<file path="src/rtl/control_puertas_param.sv">
// Door controller for one elevator car.
// Opens the floor door when the car is stopped at a floor with a pending stop
// (or when the cabin open button is pressed), holds it open for a programmable
// time, closes it, and re-opens on obstruction up to a bounded number of
// retries before raising an obstruction alarm.
//
// Output timing: salida_puertas, atendido, timeout and aviso are registered
// and change together with the state they belong to. atendido and timeout are
// one-cycle pulses in the first cycle of the state that follows the event
// (first ABRIENDO cycle, first CERRANDO cycle). puertas and trabajando are
// decoded from the registered state and latched floor.
module control_puertas_param #(
   parameter int N_PISOS        = 8,
   parameter int T_MOV          = 5,
   parameter int T_ABIERTA      = 20,
   parameter int MAX_REINTENTOS = 3
) (
   input  logic                       clk,
   input  logic                       rst,
   input  logic [$clog2(N_PISOS)-1:0] pisos,
   input  logic [1:0]                 estado,
   input  logic [N_PISOS-1:0]         botones,
   input  logic                       boton,
   input  logic                       boton_cerrar,
   input  logic                       sensor,
   output logic [N_PISOS-1:0]         puertas,
   output logic [1:0]                 salida_puertas,
   output logic [N_PISOS-1:0]         atendido,
   output logic                       timeout,
   output logic                       aviso,
   output logic                       trabajando
);

   localparam int PW    = $clog2(N_PISOS);
   localparam int T_MAX = (T_MOV > T_ABIERTA) ? T_MOV : T_ABIERTA;
   // A one-cycle timer still needs a one-bit counter
   localparam int CW    = (T_MAX > 1) ? $clog2(T_MAX) : 1;
   localparam int RW    = $clog2(MAX_REINTENTOS + 1);

   localparam logic [CW-1:0] C_MOV = CW'(T_MOV - 1);
   localparam logic [CW-1:0] C_ABI = CW'(T_ABIERTA - 1);
   localparam logic [RW-1:0] R_MAX = RW'(MAX_REINTENTOS);
   localparam logic [PW:0]   P_LIM = (PW + 1)'(N_PISOS);

   localparam logic [1:0] MOTOR_IDLE  = 2'b00;
   localparam logic [1:0] MOTOR_OPEN  = 2'b01;
   localparam logic [1:0] MOTOR_CLOSE = 2'b10;

   typedef enum logic [2:0] {
      CERRADA  = 3'd0,
      ABRIENDO = 3'd1,
      ABIERTA  = 3'd2,
      CERRANDO = 3'd3,
      AVISO    = 3'd4
   } fsm_t;

   fsm_t            fsm;
   logic [CW-1:0]   cnt;
   logic [RW-1:0]   reint;
   logic [PW-1:0]   piso_lat;

   logic            piso_ok;
   logic            pedido;
   logic            obstruido;
   logic [RW-1:0]   reint_inc;
   logic            cnt_cero;
   logic [CW-1:0]   cnt_dec;

   // Service request seen at the current floor, and shared next-value terms
   always_comb begin
      piso_ok   = ({1'b0, pisos} < P_LIM);
      pedido    = (estado == 2'b00) && piso_ok && (botones[pisos] || boton);
      obstruido = sensor || boton;
      reint_inc = reint + RW'(1);
      cnt_cero  = (cnt == '0);
      cnt_dec   = cnt - CW'(1);
   end

   // Door sequencer: state, timer, retry count, floor latch and registered outputs
   always_ff @(posedge clk or posedge rst) begin
      if (rst) begin
         fsm            <= CERRADA;
         cnt            <= '0;
         reint          <= '0;
         piso_lat       <= '0;
         salida_puertas <= MOTOR_IDLE;
         atendido       <= '0;
         timeout        <= 1'b0;
         aviso          <= 1'b0;
      end else begin
         atendido <= '0;
         timeout  <= 1'b0;
         case (fsm)
            CERRADA: begin
               // Car out of service or moving: no door action
               if (pedido) begin
                  fsm            <= ABRIENDO;
                  cnt            <= C_MOV;
                  piso_lat       <= pisos;
                  atendido       <= N_PISOS'(1) << pisos;
                  salida_puertas <= MOTOR_OPEN;
               end
            end

            ABRIENDO: begin
               // Opening travel always runs to completion
               if (cnt_cero) begin
                  fsm            <= ABIERTA;
                  cnt            <= C_ABI;
                  salida_puertas <= MOTOR_IDLE;
               end else begin
                  cnt <= cnt_dec;
               end
            end

            ABIERTA: begin
               // Open request or obstruction restarts the hold, and beats close
               if (obstruido) begin
                  cnt <= C_ABI;
               end else if (cnt_cero) begin
                  fsm            <= CERRANDO;
                  cnt            <= C_MOV;
                  timeout        <= 1'b1;
                  salida_puertas <= MOTOR_CLOSE;
               end else if (boton_cerrar) begin
                  cnt <= '0;
               end else begin
                  cnt <= cnt_dec;
               end
            end

            CERRANDO: begin
               // Obstruction wins over end of travel in the same cycle
               if (obstruido) begin
                  reint <= reint_inc;
                  cnt   <= (reint_inc == R_MAX) ? C_ABI : C_MOV;
                  if (reint_inc == R_MAX) begin
                     fsm            <= AVISO;
                     salida_puertas <= MOTOR_IDLE;
                     aviso          <= 1'b1;
                  end else begin
                     fsm            <= ABRIENDO;
                     salida_puertas <= MOTOR_OPEN;
                  end
               end else if (cnt_cero) begin
                  fsm            <= CERRADA;
                  reint          <= '0;
                  salida_puertas <= MOTOR_IDLE;
               end else begin
                  cnt <= cnt_dec;
               end
            end

            AVISO: begin
               // Door held open until the obstruction has been clear for a full hold time
               if (sensor) begin
                  cnt <= C_ABI;
               end else if (cnt_cero) begin
                  fsm            <= CERRANDO;
                  cnt            <= C_MOV;
                  reint          <= '0;
                  aviso          <= 1'b0;
                  salida_puertas <= MOTOR_CLOSE;
               end else begin
                  cnt <= cnt_dec;
               end
            end

            default: begin
               fsm            <= CERRADA;
               cnt            <= '0;
               reint          <= '0;
               salida_puertas <= MOTOR_IDLE;
               aviso          <= 1'b0;
            end
         endcase
      end
   end

   // Door-not-closed indications decoded from the registered state
   always_comb begin
      trabajando = (fsm != CERRADA);
      puertas    = trabajando ? (N_PISOS'(1) << piso_lat) : '0;
   end

endmodule
</file>
<file path="config.mk">
export PLATFORM = sky130hd
export DESIGN_NAME = control_puertas_param
export DESIGN_NICKNAME = d
export VERILOG_FILES = /design/src/rtl/control_puertas_param.sv
export SDC_FILE = /design/constraint.sdc
export NUM_CORES = 1
export LEC_CHECK = 0
export ABC_CLOCK_PERIOD_IN_PS = 2900
export CELL_PAD_IN_SITES_DETAIL_PLACEMENT = 0
export CELL_PAD_IN_SITES_GLOBAL_PLACEMENT = 1
export CORE_MARGIN = 2
export CORE_UTILIZATION = 37
export CTS_BUF_LIST = sky130_fd_sc_hd__clkbuf_4 sky130_fd_sc_hd__clkbuf_8 sky130_fd_sc_hd__clkbuf_16
export DETAILED_ROUTE_END_ITERATION = 7
export GPL_ROUTABILITY_DRIVEN = 1
export HOLD_SLACK_MARGIN = 0.08
export PLACE_DENSITY = 0.81
export SYNTH_ARGS = -nofsm -noshare
export SYNTH_HDL_FRONTEND = slang
export SYNTH_SLANG_ARGS = --single-unit
</file>
<file path="constraint.sdc">
create_clock -name clk -period 2.9 [get_ports clk]
set_input_delay 0.58 -clock clk [delete_from_list [all_inputs] [get_ports clk]]
set_output_delay 0.58 -clock clk [all_outputs]
set_load 0.005 [all_outputs]
</file>
# Word-level counts from Yosys, hierarchy flattened
# Index checks and enable logic that the tools add are counted.
[totals] inputBits=18 register_bits=25 output_inout_bits=21
[op_classes] magnitude_cmp=1 n_reduce_logical=14 shifts=2 n_addsub=2 bitwise_logic=1 eq_ne=14 mux=45
[ops] cell="5-bit 2-to-1 mux" n=10
[ops] cell="5-bit case mux with 5 select lines" n=1
[ops] cell="3-bit 2-to-1 mux" n=8
[ops] cell="8-bit 2-to-1 mux" n=3
[ops] cell="2-bit 2-to-1 mux" n=9
[ops] cell="1-bit by 3-bit left shift with 8-bit output, first input constant" n=2
[ops] cell="3-bit case mux with 5 select lines" n=1
[ops] cell="2-bit inequality test, second input constant" n=7
[ops] cell="2-bit case mux with 5 select lines" n=1
[ops] cell="5-bit AND reduction" n=2
[ops] cell="1-bit 2-to-1 mux" n=9
[ops] cell="3-bit by 2-bit equality test with 1-bit output, second input constant" n=2
[ops] cell="3-bit inequality test, second input constant" n=2
[ops] cell="2-bit case mux with 3 select lines" n=1
[ops] cell="2-bit AND reduction" n=3
[ops] cell="5-bit zero test" n=1
[ops] cell="5-bit by 1-bit subtractor with 5-bit output, second input constant" n=1
[ops] cell="3-bit by 4-bit less-than comparator with 1-bit output, second input constant" n=1
[ops] cell="1-bit binary-select mux with 3-bit select" n=1
[ops] cell="3-bit by 1-bit equality test with 1-bit output, second input constant" n=1
[ops] cell="3-bit equality test, second input constant" n=1
[ops] cell="3-bit zero test" n=1
[ops] cell="1-bit case mux with 3 select lines" n=1
[ops] cell="3-bit AND reduction" n=1
[ops] cell="8 further kinds" n=9

# Longest topological paths before layout
[depth] depth_word=6 mapped_depth=8 mapped_depth_nobuf=7

# Worst setup path before layout
# OpenSTA, ideal clock, no wires.
[synth_path] path_kind="input-to-reg" start="input pisos[1]" end="register piso_lat[0]" stages=5 t_arrival_ns=2.181 setup_slack_ns=0.594 path_cell_list="buf_6 > mux2i_1 > mux4_2 > a2111oi_4 > mux2_4"
[synth_between] elab_chain_len=5
[synth_lines] element="from (decl)" line="20" rtl="input logic [$clog2(N_PISOS)-1:0] pisos,"
[synth_lines] element="1-bit binary-select mux with 3-bit select" line="72" rtl="pedido = (estado == 2'b00) && piso_ok && (botones[pisos] || boton);"
[synth_lines] element="1-bit 2-to-1 mux (implied by the code)" line="72"
[synth_lines] element="1-bit logical OR" line="72"
[synth_lines] element="1-bit logical AND" line="72"
[synth_lines] element="2-bit AND reduction (no source line)"
[synth_lines] element="to (signal assigned)" line="99" rtl="piso_lat <= pisos;"
[synth_lines] element="to (decl)" line="60" rtl="logic [PW-1:0] piso_lat;"
# Every way passes these cells. The select of a mux whose other input is x is not followed.
# A chain may end at the register's enable or synchronous reset.

# Final worst setup path
[layout_path] start="input pisos[1]" end="register piso_lat[2]"
# Same word-level chain as after synthesis.

==> flow_summary.toml <==
[critical_path]
crit_path_start = "pisos[1]"
arrival_ns = 2.78
crit_slowest_cell = "clkdlybuf4s50_1"
crit_path_cell_trace = "clkdlybuf4s50_1, mux2i_1, mux4_2, a2111oi_4, mux2_4"
crit_path_max_fanout = 6
end_kind = "flop"
max_stage_delay_ns = 0.64
reg2reg_from = "cnt[0]"
path_class = "in -> reg"
critPathRequiredTime_ns = 3.07
start_kind = "primary input"

[sta]
setup_slack_ns = 0.283
rsz0062_at_grt = "no"
worstMarginPinSlew_ns = 0.619
relSlewSlack_pct = 58.3
tns_ns = 0
final-max-slew-violation-count = 0
final-setup-viol-count = 0
fmax_ghz = 0.382
period_minus_slack_ns = 2.62
period_share_pct = 90.2
hold_viol = 0
fin_hold_ws_ns = 0.531
skew_ns = 0.00191

[cts]
clock_path_buffers = 2
clock_latency_ns = 0.27
h-tree-depth = 1
cts_setup_buffers = 0
clockRootBuffer = "clkbuf_8"
ctsHoldBuffers = 0
numCtsBuffers = 3
clock-sinks = 25
clk_pin_slew_ns = 0.09
postCtsResizedCells = 0
cts_tree = "built"

[detailed_routing]
wl_mm = 4.16
antenna_left = 0
drtIter0Drc = 136
post-route-drc-count = 0
route.vias.total = 1545
vias_per_cell = 5.58
wl_per_cell_um = 15.0
drt-pass1-iter-count = 4

[grt]
met3_usage_pct = 5.34
top_usage_layer = "met2"
grt_pass1_wl_mm = 7.10
grt_max_degree = 27
grtUsageTotal_pct = 17.6
grt_overflow = 0
gr-usage-met2_pct = 26.4
grt_util_met1_pct = 23.8
grt_pass1_vias = 1542
antenna_found_initial = 0

[final_layout]
nets = 246
area_growth_pct = 32.6
finalInstanceArea_sq_mm = 0.00217
diodes = 0
final_cell_mix = "clkdlybuf4s50_1, dfrtp_1, nor2_1"
final_common_cell = "clkdlybuf4s50_1"
drive_above_1_share_pct = 14.2
fin_util_pct = 50.6
stdcell_count = 277
nFillCells = 434

[place]
gp_congestion = 0.923
placed_cells = 273
dp_hpwl_mm = 3.06
postPlaceCellArea_sq_mm = 0.00212
portBuffers = 38
place_ws_ns = -0.0165

[yosys]
yosysWarnings = 0
yosys.area.top_type = "dfrtp_1"
synth_edf_count = 0
synth_compound_area_share_pct = 23.1
synth_top_family_by_area = "simple AND/OR/NAND/NOR gates"
synth-xor-area-share_pct = 0
ys.flop_type = "dfrtp_1"
synthArstFlopShare_pct = 100
syn_inst = 182
synth.cell_area_sq_mm = 0.00164
synth_area_leaders = "dfrtp_1, nor2_1, o21ai_0, mux2i_1, nand2_1"
synth_top_area_share_pct = 38.2
synth.distinct_cells = 56
synthSimpleGateAreaFrac_pct = 23.5
synth_nets = 202
synthAdderAreaFrac_pct = 1.53
ys_seq_elements = 25
yosysSeqAreaShare_pct = 38.2
syn_area_per_cell_sq_um = 8.99
synth.mux.area_fraction_pct = 8.33

[die]
coreArea_sq_mm = 0.00429
num_rows = 24
die_w_um = 70.5
num_io_pins = 39
dieHeight_um = 70.5
start_util_pct = 38.1
die_area_sq_mm = 0.00497

[run_status]
run_status = "finished clean"

[pwr]
power_mw = 1.84
leakagePower_nw = 0.880
ir_drop_v = 0.000302
powerDensity_mw_per_mm2 = 847

[min_path]
min_path_type = "reg -> reg"
min_from = "reint[0]"

[flow_run]
maxCapViolCount = 0
-- registers in the layout, indices dropped and copies added, names as in the netlist --
| register | count |
|---|---|
| atendido | 8 |
| cnt | 5 |
| fsm | 3 |
| piso_lat | 3 |
| reint | 2 |
| salida_puertas | 2 |
| aviso | 1 |
| timeout | 1 |
-- synthesized netlist by cell type (all sizes together), types with 5 or more instances --
master and number:
a21oi 9, clkbuf 8, dfrtp 25, inv 10
mux2 5, mux2i 5, nand2 14, nand2b 7
nor2 19, nor3 8, o21ai 11, o22ai 6
-- worst paths after layout --
path | to | slack (ns) | depth (start not counted)
setup / recovery | piso_lat[2] | 0.28 | 5
hold / removal | reint[0] | 0.53 | 2
setup reg to reg | cnt[0] | 0.62 | 6
hold reg to reg | reint[0] | 0.53 | 2
max in group asynchronous | timeout | 2.01 | 3
min in group asynchronous | atendido[1] | 0.65 | 3
-- critical path: cells and delay by family --
family,cells,cell delay [ns]
AOI/OAI and AO/OA,1,0.56
muxes,3,1.00
buffers and inverters,1,0.64
-- final cells by class --
| cell class | count | area, sq um | share of cell area, % |
|---|---|---|---|
| Clock buffer | 3 | 41.3 | 1.90 |
| Clock inverter | 1 | 7.51 | 0.346 |
| Inverter | 10 | 37.5 | 1.73 |
| Multi-Input combinational cell | 136 | 923 | 42.5 |
| Sequential cell | 25 | 626 | 28.8 |
| Tap cell | 52 | 65.1 | 3.00 |
| Timing Repair Buffer | 50 | 470 | 21.7 |
-- power breakdown --
group	total, mW	switching, mW	internal, mW
Combinational	1.07	0.548	0.525
Sequential	0.549	0.103	0.445
Clock	0.216	0.119	0.0976
-- metal layers --
metal  up-vias  wire length, um  part of all wire, %
met5         -                0                    0
met4         0               85                  2.0
met3         9              308                  7.4
met2        60             1850                   44
met1       712             1920                   46
li1        764                -                    -
-- cell families after synthesis --
group / after synthesis
adder cells (fa/ha/maj): 2
AO/OA/AOI/OAI: 51
AND/OR/NAND/NOR: 72
multiplexers: 11
flip-flops: 25
buffers and inverters: 21
Note: power is estimated with default switching activity, not from simulation.
